==> config.mk <==
export PLATFORM = sky130hd
export DESIGN_NAME = mips_fetch_stage
export DESIGN_NICKNAME = d
export VERILOG_FILES = /design/src/rtl/mips_fetch_stage.sv
export SDC_FILE = /design/constraint.sdc
export NUM_CORES = 1
export LEC_CHECK = 0
export ABC_AREA = 0
export BUFFER_PORTS_ARGS = -buffer_cell sky130_fd_sc_hd__buf_2
export CORE_AREA = 5 5 122 124
export DETAILED_ROUTE_END_ITERATION = 16
export DIE_AREA = 0 0 127 129
export PLACE_DENSITY = 0.9
export SLEW_MARGIN = 5
export SYNTH_ARGS = -nofsm -noshare
export SYNTH_HDL_FRONTEND = slang
export SYNTH_SLANG_ARGS = --single-unit
==> constraint.sdc <==
create_clock -name clk_i -period 2.9 [get_ports clk_i]
set_input_delay 0.435 -clock clk_i [delete_from_list [all_inputs] [get_ports clk_i]]
set_output_delay 0.435 -clock clk_i [all_outputs]
set_load 0.05 [all_outputs]
==> src/rtl/mips_fetch_stage.sv <==
// ============================================================================
// mips_fetch_stage : MIPS instruction fetch stage, PC register and IF/ID latch
// Revision 1.0
// ============================================================================
`default_nettype none

module mips_fetch_stage #(
   parameter logic [31:0] RESET_PC = 32'h0000_0000,
   parameter logic [31:0] NOP_WORD = 32'h0000_0000
) (
   input  logic        clk_i,
   input  logic        reset_i,
   output logic [31:0] imem_addr_o,
   input  logic [31:0] imem_data_i,
   input  logic        stall_i,
   input  logic        ex_redirect_i,
   input  logic [31:0] ex_target_i,
   input  logic        id_jump_i,
   output logic [31:0] id_instr_o,
   output logic [31:0] id_pcp4_o,
   output logic        id_valid_o,
   output logic [5:0]  opcode_o,
   output logic [5:0]  funccode_o,
   output logic        rt0_o,
   output logic        rt4_o,
   output logic [31:0] fetch_count_o,
   output logic [31:0] flush_count_o
);

   localparam logic [31:0] C_WORD_STEP = 32'd4;

   logic [31:0] pc_q,          pc_d;
   logic [31:0] id_instr_q,    id_instr_d;
   logic [31:0] id_pcp4_q,     id_pcp4_d;
   logic        id_valid_q,    id_valid_d;
   logic [31:0] fetch_count_q, fetch_count_d;
   logic [31:0] flush_count_q, flush_count_d;

   logic [31:0] w_pc_plus4;
   logic [31:0] w_jtarget;

   assign w_pc_plus4 = pc_q + C_WORD_STEP;
   assign w_jtarget  = {id_pcp4_q[31:28], id_instr_q[25:0], 2'b00};

   // A stalled jump needs no storage: IF/ID holds, so the decoder keeps
   // asserting id_jump_i until the stall releases.
   always_comb begin
      pc_d          = pc_q;
      id_instr_d    = id_instr_q;
      id_pcp4_d     = id_pcp4_q;
      id_valid_d    = id_valid_q;
      fetch_count_d = fetch_count_q;
      flush_count_d = flush_count_q;

      if (ex_redirect_i) begin
         pc_d          = {ex_target_i[31:2], 2'b00};
         id_instr_d    = NOP_WORD;
         id_pcp4_d     = 32'd0;
         id_valid_d    = 1'b0;
         flush_count_d = flush_count_q + 32'd1;
      end else if (stall_i) begin
         pc_d = pc_q;
      end else if (id_jump_i && id_valid_q) begin
         pc_d          = w_jtarget;
         id_instr_d    = NOP_WORD;
         id_pcp4_d     = 32'd0;
         id_valid_d    = 1'b0;
         flush_count_d = flush_count_q + 32'd1;
      end else begin
         pc_d          = w_pc_plus4;
         id_instr_d    = imem_data_i;
         id_pcp4_d     = w_pc_plus4;
         id_valid_d    = 1'b1;
         fetch_count_d = fetch_count_q + 32'd1;
      end
   end

   always_ff @(posedge clk_i) begin
      if (reset_i) begin
         pc_q          <= RESET_PC;
         id_instr_q    <= NOP_WORD;
         id_pcp4_q     <= 32'd0;
         id_valid_q    <= 1'b0;
         fetch_count_q <= 32'd0;
         flush_count_q <= 32'd0;
      end else begin
         pc_q          <= pc_d;
         id_instr_q    <= id_instr_d;
         id_pcp4_q     <= id_pcp4_d;
         id_valid_q    <= id_valid_d;
         fetch_count_q <= fetch_count_d;
         flush_count_q <= flush_count_d;
      end
   end

   assign imem_addr_o   = pc_q;
   assign id_instr_o    = id_instr_q;
   assign id_pcp4_o     = id_pcp4_q;
   assign id_valid_o    = id_valid_q;
   assign opcode_o      = id_instr_q[31:26];
   assign funccode_o    = id_instr_q[5:0];
   assign rt0_o         = id_instr_q[16];
   assign rt4_o         = id_instr_q[20];
   assign fetch_count_o = fetch_count_q;
   assign flush_count_o = flush_count_q;

endmodule

`default_nettype wire

==> Word level (Yosys, flattened, before mapping) <==
Cells that the tools add are included.
{ "word_totals": {"reg_bits": 161, "input_bits": 69} }
{ "classes": {"bitwise": 3, "add_sub_neg": 3, "mux": 9, "eq_ne": 1, "reduce_logical": 5} }
{ "op_table": {"columns": ["operator", "count"], "rows": [
  ["two-way mux 32 bit", 8],
  ["adder 32 x 1 -> 32 bit (second input constant)", 2],
  ["adder 32 x 3 -> 32 bit (second input constant)", 1],
  ["inverter 1 bit", 3],
  ["AND reduction 3 bit", 1],
  ["!= test 2 x 1 -> 1 bit (second input constant)", 1],
  ["AND reduction 2 bit", 1],
  ["nonzero test 2 bit", 1],
  ["OR reduction 2 bit", 1],
  ["logical AND 1 bit", 1],
  ["two-way mux 1 bit", 1]
]} }

==> Logic depth before layout (Yosys ltp) <==
{ "depth": {"depth_word": 4, "mapped_depth": 7, "ltp_nobuf": 6} }

==> Worst setup path after synthesis <==
OpenSTA, ideal clock, no wires.
{ "synth_timing": {"path_kind": "reg-to-reg", "from": "reg fetch_count_q[5], in the netlist fetch_count_o[5]", "to": "reg fetch_count_q[26], in the netlist fetch_count_o[26]", "required_ns": 2.829, "t_arrival_ns": 2.320, "path_slack_ns": 0.510, "path_stages_with_launch": 6, "period_less_slack_ns": 2.390, "path_cell_list": "dfxtp_1 and4_1 nand3_1 or3_4 or4_1 a21oi_1"} }
{ "synth_between": {"elab_chain_cells": 1} }
{ "synth_rtl": {"columns": ["item", "line_no", "text"], "rows": [
  ["start, declared", "36", "logic [31:0] fetch_count_q, fetch_count_d;"],
  ["start signal, assigned", "91", "fetch_count_q <= fetch_count_d;"],
  ["adder 32 x 1 -> 32 bit", "74", "fetch_count_d = fetch_count_q + 32'd1;"]
]} }
No other way between the ends.
A chain may end at the register's enable or synchronous reset.

==> Worst setup path in the final report <==
Ends and elaborated chain as after synthesis.

==> out/qor.txt <==
=====================================================================================
Routed Antenna Nets                                                                 0
Number of distinct library cells after synthesis                                   48
Critical register-to-register path endpoint                              fetch_count_o[26]$_SDFFE_PP0P_
IO Pins                                                                           244
Global placement routability congestion                                         0.888
Multi-input gate area                                                        3670 µm²
Min Clock Period, post-route                                                  2280 ps
Global-route wire length before repair                                      34,700 µm
Cell Area, Placed                                                            8520 µm²
Global-route usage over all layers                                              0.261
Class of the tightest hold or removal check                                 in -> reg
Share of synthesized area occupied by flip-flops and latches                    0.434
Number of max-capacitance violations reported                                       0
Hold path endpoint                                                       id_instr_o[10]$_SDFFE_PP0N_
Setup Skew                                                                    6.93 ps
Post-Syn Nets                                                                     966
Max frequency                                                                 439 MHz
Routed WL per cell                                                            17.3 µm
Setup TNS                                                                        0 ps
Layout filler cell count                                                        1,146
Largest buffer count on any clock path                                              2
Number of synthesized register bits                                               159
Die height                                                                     129 µm
Mapped Avg Cell Area                                                         8.20 µm²
Final number of max-transition violations                                           0
Final hold viol count                                                               0
Critical Path Fanout Max                                                           15
Master cell of the clock root buffer                                     sky130_fd_sc_hd__clkbuf_16
Number of core rows                                                                43
Worst setup timing slack at the placement stage                                548 ps
Share of final-layout standard cells stronger than drive strength 1             0.265
Setup CP Type                                                              reg -> reg
Final setup violation count                                                         0
Final routed DRC violation total                                                    0
Total non-filler cell area in the finished layout                            9120 µm²
Final global-route overflow total                                                   0
Warning count from the yosys run                                                    0
Finished Core Util                                                              0.667
Crit. Startpoint                                                         fetch_count_o[5]$_SDFFE_PP0P_
Crit Reg-Reg Startpoint                                                  fetch_count_o[5]$_SDFFE_PP0P_
Reg2reg setup slack                                                            620 ps
Vias in the first global route                                                  6,802
Number of instances resized during post-cts repair                                  0
CTS tree                                                                        built
Type of destination of the critical path                                     register
Die Outline Area                                                           16,400 µm²
RSZ-0062 raised after global routing                                            false
Wire length after detailed routing                                          22,200 µm
Worst hold path depth                                                               3
Pre-Repair DR Iteration Count                                                       6
Core area                                                                  13,700 µm²
Tot Pwr                                                                       5210 µW
Number of clock buffers inserted by TritonCTS                                      17
Post-CTS setup buffer count                                                         0
Post-layout net count                                                           1,160
Initial core utilization                                                        0.537
Crit path arrival time                                                        2620 ps
Via count                                                                       7,427
Sequential Area                                                              3180 µm²
Worst slew margin                                                               0.524
Ratio of final minimum period to clock period                                   0.785
Status                                                                   finished clean
Post-synthesis cell count                                                         894
Beginning of the worst hold path                                         imem_data_i[10]
Required @ worst endpoint                                                     3250 ps
Port Buf Inserts                                                                  241
Number of DRC markers after the initial detailed-route iteration                  771
Post-layout worst setup margin                                                 624 ps
Clock-pin slew of the registers on the worst-case setup and hold paths          60 ps
Critical path startpoint category                                            register
Worst slew pin tran                                                            712 ps
R2r worst-path depth                                                                5
Hold-fix buffer count after cts                                                     0
Total number of clock tree sinks                                                  159
Chip Width                                                                     127 µm
Avg Vias per Cell                                                                5.79
Source-to-sink clock delay at the later pin of the worst-skew pair             420 ps
PD cells                                                                   571 nW/µm²
Half-perimeter wire length after placement                                  15,800 µm
Peak ir drop on the vdd network                                              0.392 mV
Leak Pwr                                                                   0.00401 µW
Largest net degree at the start of global routing                                  92
Antenna violations before repair                                                    2
Layout overhead on the synthesized area                                         24.4%
Post-synth design cell area                                                  7330 µm²
Clock H-tree levels                                                                 4
Most frequent cells in the layout                                        sky130_fd_sc_hd__buf_2 (241), sky130_fd_sc_hd__dfxtp_1 (159), sky130_fd_sc_hd__nor2_1 (108)
Most common cell after layout, fill and taps aside                       sky130_fd_sc_hd__buf_2
=====================================================================================
## cells in the mapped netlist, drive strengths merged
master     n  area (µm²)
and3b      1        8.76
o31a       8        70.1
xor2      32         280
nand3b     1        7.51
nand3     31         155
nand2     68         255
dfxtp    159        3180
o311a      2        20.0
nor3      12        60.1
or4b       1        10.0
a32o       1        10.0
and4      14         123
a21o       2        15.0
o2111ai    1        8.76
or3        7        53.8
nor4b      1        8.76
nor3b      3        22.5
o2111a     1        11.3
and3      17         106
o31ai      5        37.5
mux2i      1        10.0
inv       33         124
nor4      21         131
nor2     109         409
a22oi     35         263
o22ai      2        12.5
and2       6        37.5
buf       30         188
ha         3        37.5
xnor2     37         324
o211a      1        10.0
a31oi      3        18.8
nand4bb    1        11.3
o21ai     35         175
a221oi     7        61.3
a211oi    17         128
a211o      2        17.5
or2        5        31.3
o21a       2        15.0
or4        5        37.5
o21bai     5        37.5
nand4     27         169
a21oi     91         455
clkbuf    49         184
## logic make-up (layout without fill, tap and decap cells)
family	Yosys count	after routing	synth area share
AOI/OAI and AO/OA	220	220	0.186
DFF	159	159	0.434
xor gates and xnor gates	69	69	0.0824
and+or+nand+nor	330	330	0.223
other	0	1	0
muxes	1	1	0.00136
adders and majority gates	3	3	0.00512
buffers and inverters	112	319	0.0676
## final cells by class
type	count	area share
well taps	180	0.0247
clock inverters	10	0.0150
flip-flops and latches	159	0.349
diodes	1	0.000274
inverters	33	0.0136
clock buffers	22	0.0509
repair buffers	254	0.144
multi-input cells	623	0.402
## power breakdown
part | total (µW) | internal (µW) | switching [µW]
sequential | 2310 | 2240 | 68.1
combinational | 642 | 180 | 462
clock | 2260 | 1400 | 862
## per-stage QoR
| step | hold WS (ps) | instances |
|---|---|---|
| 4_1_cts | 236 | 1281 |
| 2_1_floorplan | 579 | 894 |
| 3_3_place_gp | 425 | 1249 |
| 3_5_place_dp | 433 | 1249 |
| 5_1_grt | 243 | 1282 |
| 6_report | 250 | 1282 |
## per-layer routing
metal	wire, µm	track usage	up-vias
met5	13	0	-
met4	709	0.118	2
met3	1640	0.0556	60
met2	10500	0.417	368
met1	9380	0.342	3445
li1	-	-	3552
## state kept, by name (all words and copies together), names as in the netlist
signal	flops
id_pcp4_o	31
imem_addr_o	31
id_valid_o	1
flush_count_o	32
fetch_count_o	32
id_instr_o	32
## worst max path at each step
stage | endpoint | slack, ps | depth (start not counted)
final | fetch_count_o[26]$_SDFFE_PP0P_ | 620 | 5
after global routing | fetch_count_o[24]$_SDFFE_PP0P_ | 440 | 5
after CTS | fetch_count_o[25]$_SDFFE_PP0P_ | 640 | 5
after detailed placement | flush_count_o[17]$_SDFFE_PP0P_ | 550 | 6
after global placement | fetch_count_o[28]$_SDFFE_PP0P_ | 600 | 6
after floorplan | fetch_count_o[26]$_SDFFE_PP0P_ | 510 | 5
## worst max-delay path: stages (launching register included)
cell                      delay, ps
sky130_fd_sc_hd__dfxtp_1        400
sky130_fd_sc_hd__and4_1         270
sky130_fd_sc_hd__nand3_1        290
sky130_fd_sc_hd__or3_4          560
sky130_fd_sc_hd__or4_1          520
sky130_fd_sc_hd__a21oi_1        160
(Power assumes the default switching activity.)
